--- src/rtl/seg_scan_display_if.sv ---
// Timer-to-display bundle: digit data and flags in, segment/digit-select pins out.
interface seg_scan_display_if;
    logic       en;
    logic [3:0] tens;
    logic [3:0] ones;
    logic [3:0] xiaoshu;
    logic       point;
    logic       led;
    logic [7:0] seg;
    logic [2:0] sel;

    modport master (output en, tens, ones, xiaoshu, point, led, input seg, sel);
    modport slave  (input en, tens, ones, xiaoshu, point, led, output seg, sel);
endinterface

--- src/rtl/seg_scan_display.sv ---
// Three-digit multiplexed common-anode seven-segment driver with per-frame
// snapshot, leading-zero suppression and alarm blink.
module seg_scan_display #(
    parameter int SCAN_DIV     = 50000,
    parameter int BLANK_CYC    = 500,
    parameter int BLINK_FRAMES = 50
) (
    input logic               clk,
    input logic               rst_n,
    seg_scan_display_if.slave bus
);
    localparam int CW = $clog2(SCAN_DIV);
    localparam int FW = (BLINK_FRAMES > 1) ? $clog2(BLINK_FRAMES) : 1;
    localparam logic [CW-1:0] C_LAST  = CW'(SCAN_DIV - 1);
    localparam logic [CW-1:0] C_BLANK = CW'(BLANK_CYC);
    localparam logic [FW-1:0] F_LAST  = FW'(BLINK_FRAMES - 1);

    logic [CW-1:0] c_q, c_d;
    logic [1:0]    idx_q, idx_d;
    logic [FW-1:0] f_q, f_d;
    logic          ph_q, ph_d;
    logic [3:0]    tens_q, tens_d, ones_q, ones_d, xs_q, xs_d;
    logic          point_q, point_d;
    logic [7:0]    seg_q, seg_d;
    logic [2:0]    sel_q, sel_d;

    logic       slot_end, frame_end, lit, blank, dp;
    logic [3:0] val;
    logic [7:0] digit_seg;

    function automatic logic [7:0] decode(input logic [3:0] v);
        case (v)
            4'd0: decode = 8'hC0;
            4'd1: decode = 8'hF9;
            4'd2: decode = 8'hA4;
            4'd3: decode = 8'hB0;
            4'd4: decode = 8'h99;
            4'd5: decode = 8'h92;
            4'd6: decode = 8'h82;
            4'd7: decode = 8'hF8;
            4'd8: decode = 8'h80;
            4'd9: decode = 8'h90;
            default: decode = 8'hBF;
        endcase
    endfunction

    assign slot_end  = (c_q == C_LAST);
    assign frame_end = bus.en && slot_end && (idx_q == 2'd2);
    assign lit       = bus.en && ph_q && (c_q >= C_BLANK);

    always_comb begin
        c_d     = c_q;
        idx_d   = idx_q;
        f_d     = f_q;
        ph_d    = ph_q;
        tens_d  = tens_q;
        ones_d  = ones_q;
        xs_d    = xs_q;
        point_d = point_q;
        blank   = 1'b0;
        dp      = 1'b0;
        val     = 4'd0;

        if (!bus.en) begin
            c_d   = '0;
            idx_d = 2'd0;
        end else if (slot_end) begin
            c_d   = '0;
            idx_d = (idx_q == 2'd2) ? 2'd0 : idx_q + 2'd1;
        end else begin
            c_d = c_q + 1'b1;
        end

        // A falling led (or disabled display) clears the blink state even on a frame end.
        if (!bus.en || !bus.led) begin
            f_d  = '0;
            ph_d = 1'b1;
        end else if (frame_end) begin
            if (f_q == F_LAST) begin
                f_d  = '0;
                ph_d = ~ph_q;
            end else begin
                f_d = f_q + 1'b1;
            end
        end

        if (frame_end || !bus.en) begin
            tens_d  = bus.tens;
            ones_d  = bus.ones;
            xs_d    = bus.xiaoshu;
            point_d = bus.point;
        end

        case (idx_q)
            2'd0: begin
                val   = tens_q;
                blank = (tens_q == 4'd0);
            end
            2'd1: begin
                val = ones_q;
                dp  = point_q;
            end
            default: begin
                val   = xs_q;
                blank = !point_q;
            end
        endcase
        digit_seg = blank ? 8'hFF : (decode(val) & {~dp, 7'h7F});
        seg_d     = lit ? digit_seg : 8'hFF;
    end

    generate
        for (genvar gi = 0; gi < 3; gi++) begin : g_sel
            assign sel_d[gi] = !(lit && (idx_q == 2'(gi)));
        end
    endgenerate

    always_ff @(posedge clk or negedge rst_n) begin
        if (!rst_n) begin
            c_q     <= '0;
            idx_q   <= 2'd0;
            f_q     <= '0;
            ph_q    <= 1'b1;
            tens_q  <= 4'd0;
            ones_q  <= 4'd0;
            xs_q    <= 4'd0;
            point_q <= 1'b0;
            seg_q   <= 8'hFF;
            sel_q   <= 3'b111;
        end else begin
            c_q     <= c_d;
            idx_q   <= idx_d;
            f_q     <= f_d;
            ph_q    <= ph_d;
            tens_q  <= tens_d;
            ones_q  <= ones_d;
            xs_q    <= xs_d;
            point_q <= point_d;
            seg_q   <= seg_d;
            sel_q   <= sel_d;
        end
    end

    assign bus.seg = seg_q;
    assign bus.sel = sel_q;
endmodule

--- src/flat_wrapper.sv ---
// flat-port wrapper written by rule: the top's interface ports become plain ports
module seg_scan_display_flat 
#(
    parameter int SCAN_DIV     = 50000,
    parameter int BLANK_CYC    = 500,
    parameter int BLINK_FRAMES = 50
)
  (clk, rst_n, bus_en, bus_tens, bus_ones, bus_xiaoshu, bus_point, bus_led, bus_seg, bus_sel);
  seg_scan_display_if bus_i ();
  input logic clk;
  input logic rst_n;
  input wire logic [$bits(bus_i.en)-1:0] bus_en;
  input wire logic [$bits(bus_i.tens)-1:0] bus_tens;
  input wire logic [$bits(bus_i.ones)-1:0] bus_ones;
  input wire logic [$bits(bus_i.xiaoshu)-1:0] bus_xiaoshu;
  input wire logic [$bits(bus_i.point)-1:0] bus_point;
  input wire logic [$bits(bus_i.led)-1:0] bus_led;
  output wire logic [$bits(bus_i.seg)-1:0] bus_seg;
  output wire logic [$bits(bus_i.sel)-1:0] bus_sel;
  assign bus_i.en = bus_en;
  assign bus_i.tens = bus_tens;
  assign bus_i.ones = bus_ones;
  assign bus_i.xiaoshu = bus_xiaoshu;
  assign bus_i.point = bus_point;
  assign bus_i.led = bus_led;
  assign bus_seg = bus_i.seg;
  assign bus_sel = bus_i.sel;
  seg_scan_display #(.SCAN_DIV(SCAN_DIV), .BLANK_CYC(BLANK_CYC), .BLINK_FRAMES(BLINK_FRAMES)) u_core (.clk(clk), .rst_n(rst_n), .bus(bus_i));
endmodule
--- config.mk ---
export PLATFORM = sky130hd
export DESIGN_NAME = seg_scan_display_flat
export DESIGN_NICKNAME = d
export VERILOG_FILES = /design/src/rtl/seg_scan_display_if.sv /design/src/rtl/seg_scan_display.sv /design/src/flat_wrapper.sv
export SDC_FILE = /design/constraint.sdc
export NUM_CORES = 1
export LEC_CHECK = 0
export BUFFER_PORTS_ARGS = -buffer_cell sky130_fd_sc_hd__buf_2
export CORE_ASPECT_RATIO = 0.6
export CORE_MARGIN = 2
export CORE_UTILIZATION = 58
export DETAILED_ROUTE_END_ITERATION = 10
export HOLD_SLACK_MARGIN = 0.1
export PLACE_DENSITY = 0.81
export SETUP_SLACK_MARGIN = 0.5
export SYNTH_ARGS = -nofsm -noshare
export SYNTH_HDL_FRONTEND = slang
export SYNTH_SLANG_ARGS = --single-unit
--- constraint.sdc ---
create_clock -name clk -period 3.4 [get_ports clk]
set_input_delay 0.68 -clock clk [delete_from_list [all_inputs] [get_ports clk]]
set_output_delay 0.68 -clock clk [all_outputs]
set_load 0.05 [all_outputs]
==> flow_summary_export.csv <==
group,metric,value,unit
timing,clock_skew,7.95,ps
outcome,status,"complete, no violations",
worst_setup_path,crit_required,3590,ps
placed_design,numPlacedInstances,315,
power_and_ir_drop,p_per_area,387,mW/mm2
layout,fin_util,66.7,%
global_route,overflow,0,
hold_path,min_from,"u_core.ones_q[1]$_DFFE_PN0P_",
layout,final_area,0.00272,mm2
layout,drive_gt1_share,20.9,%
worst_setup_path,crit_family,"simple AND/OR/NAND/NOR gates",
clock_tree,cts_setup_buffers,0,
timing,hold_viol,0,
timing,min_period_over_period,80.7,%
worst_setup_path,crit_chain,"or4_1 -> or4_1 -> o21ai_2 -> buf_4 -> mux2_2",
layout,ff_latch_area,0.00124,mm2
clock_tree,numCtsBuffers,5,
synth,synth_nets,258,
layout,diodes,0,
synth,synth_flop_cell,"dfrtp_1",
global_route,antenna_found_initial,0,
clock_tree,path_clk_slew,90,ps
worst_setup_path,path_class,"flip-flop to flip-flop",
global_route,grt_pass1_vias,1676,
layout,multi_input_area,0.00112,mm2
route,num_vias,1872,
timing,rsz0062_at_grt,"false",
clock_tree,ctsResizeCount,0,
clock_tree,cts_max_level,2,
timing,drv_slew,0,
hold_path,holdCritPathClass,"flip-flop to flip-flop",
timing,slew_headroom,30.2,%
worst_setup_path,slowest_stage,"or4_1",
synth,ys_top_cells_by_count,"dfrtp_1, nor2_1, nand2_1",
floorplanning,core,0.00408,mm2
clock_tree,cts_sinks,49,
global_route,grt_usage,23.0,%
floorplanning,pin_count,28,
synth,synthArstFlopShare,100,%
route,first_pass_iters,4,
worst_setup_path,timing.critical_path.buf_inv,1,
worst_setup_path,arrival,2930,ps
timing,fmax,0.364,GHz
worst_setup_path,end_kind,"flip-flop",
worst_setup_path,crit_top_cell,"or4_1",
timing,worst_pin_slew,1050,ps
route,antenna_left,0,
power_and_ir_drop,p_leak,0.00108,uW
route,finalWirelength,4.89,mm
synth,synth_most_common_cell,"dfrtp_1",
placed_design,portBuffers,27,
synth,ys_seq_area_share,50.7,%
synth,ys_warn_count,0,
synth,syn_area,0.00245,mm2
global_route,grt_max_degree,50,
floorplanning,fp.dieW,87.9,um
synth,ys_types,43,
worst_setup_path,startpoint_type,"flip-flop",
synth,yosysTopAreaCellShare,37.8,%
layout,fin_nets,286,
clock_tree,clockBufferDepth,2,
clock_tree,cts_hold_buffers,0,
synth,synth_area_leaders,"dfrtp_1, dfstp_2, mux2_1",
floorplanning,start_util,60.1,%
worst_setup_path,crit_path_max_incr_delay,810,ps
clock_tree,clock_latency,300,ps
power_and_ir_drop,ir_drop,0.310,mV
global_route,grt_pass1_wl,8.06,mm
timing,finalSetupTns,0,ps
synth,syn_inst,234,
layout,nFillCells,313,
synth,synth_area_per_cell,10.5,um2
floorplanning,die-area,0.00478,mm2
route,viasPerCell,5.80,
route,wl_per_cell,15.1,um
layout,final_cells,323,
placed_design,dp_hpwl,3.50,mm
synth,synth_seq_cells,49,
floorplanning,fp-row-count,18,
worst_setup_path,r2r_start,"u_core.c_q[10]$_DFF_PN0_",
timing,min_period,2740,ps
synth,synth_edf_count,0,
route,drc,0,
floorplanning,die_h,54.3,um
route,drt_iter0_drc,137,
placed_design,place.gp.congestion,0.826,
clock_tree,cts_root_buffer,"clkbuf_8",
worst_setup_path,crit_fanout,17,
placed_design,placed_area,0.00263,mm2
timing,setup-violations-final,0,
layout,area_growth_syn_to_layout,11.0,%
worst_setup_path,cp-startpoint,"u_core.c_q[10]$_DFF_PN0_",
run,max_cap_viol_count,0,
synth,yosys.area.top_type,"dfrtp_1",
clock_tree,cts_tree,"yes",
-- logic make-up (layout without fill, tap and decap cells) --
group	Yosys count	count (layout)	share of synthesized area, %
AO/OA/AOI/OAI	38	38	9.86
XOR/XNOR	14	14	5.01
adder cells (fa/ha/maj)	7	7	3.57
buffers and inverters	20	49	3.78
flip-flops	49	49	50.7
multiplexers	18	18	8.02
AND/OR/NAND/NOR	88	88	19.1
-- stage by stage --
| step | total power, uW | hold WS [ps] | setup WS [ps] |
|---|---|---|---|
| finish | 1050 | 495 | 656 |
| global route | 1100 | 518 | 538 |
| CTS | 1060 | 498 | 650 |
| detailed placement | 718 | 479 | 681 |
| global placement | 711 | 468 | 754 |
| floorplan | 679 | 384 | 967 |
-- final timing paths --
check	cells after the start	end	slack (ps)
hold reg to reg	1	u_core.ones_q[1]$_DFFE_PN0P_	500
max in group asynchronous	1	u_core.f_q[3]$_DFFE_PN0P_	2200
hold / removal	1	u_core.ones_q[1]$_DFFE_PN0P_	500
min in group asynchronous	1	u_core.f_q[1]$_DFFE_PN0P_	560
setup reg to reg	5	u_core.xs_q[3]$_DFFE_PN0P_	660
setup / recovery	5	u_core.xs_q[3]$_DFFE_PN0P_	660
-- cells in the final DEF, fill, tap and decap left out, drive strengths merged, types with 2 or more instances in the layout --
| cell | synthesis | final |
|---|---|---|
| dfrtp | 37 | 37 |
| buf | 5 | 30 |
| nor2 | 18 | 18 |
| nand2 | 15 | 15 |
| inv | 11 | 13 |
| mux2 | 13 | 13 |
| o21ai | 13 | 13 |
| dfstp | 12 | 12 |
| nand4 | 10 | 10 |
| nand3 | 9 | 9 |
| xnor2 | 9 | 9 |
| nor3 | 8 | 8 |
| or4 | 8 | 8 |
| a21oi | 8 | 8 |
| ha | 7 | 7 |
| nor4 | 6 | 6 |
| mux2i | 5 | 5 |
| xor2 | 5 | 5 |
| clkbuf | 4 | 5 |
| o31ai | 4 | 4 |
| o21a | 3 | 3 |
| and3 | 3 | 3 |
| and2 | 3 | 3 |
| a21boi | 3 | 3 |
| a211oi | 2 | 2 |
| or3 | 2 | 2 |
-- flip-flops by register name (all words and copies together), names as in the netlist --
register,cells
u_core.xs_q,4
u_core.bus.sel,3
u_core.bus.seg,8
u_core.tens_q,4
u_core.ph_q,1
u_core.point_q,1
u_core.f_q,6
u_core.c_q,16
u_core.ones_q,4
u_core.idx_q,2
-- layout make-up --
| type | count | area share, % |
|---|---|---|
| clock buffers | 5 | 2.53 |
| clock inverters | 3 | 0.736 |
| repair buffers | 30 | 5.80 |
| flip-flops and latches | 49 | 45.6 |
| inverters | 11 | 1.52 |
| well taps | 60 | 2.76 |
| multi-input cells | 165 | 41.0 |
-- metal layers --
| metal | routed length (um) | track usage (%) | up-vias |
|---|---|---|---|
| met5 | 0 | 0 | - |
| met1 | 2510 | 36.2 | 904 |
| li1 | - | - | 898 |
| met4 | 43 | 8.21 | 0 |
| met2 | 1990 | 30.1 | 65 |
| met3 | 348 | 5.73 | 5 |
-- report_power, final --
part           leakage [uW]  internal [uW]  switching, uW  total [uW]
clock network     0.0000489            147            200         346
logic              0.000424           35.4           56.4        91.8
registers          0.000611            601           13.9         615
total               0.00108            784            270        1050
Note: power is estimated with default switching activity, not from simulation.
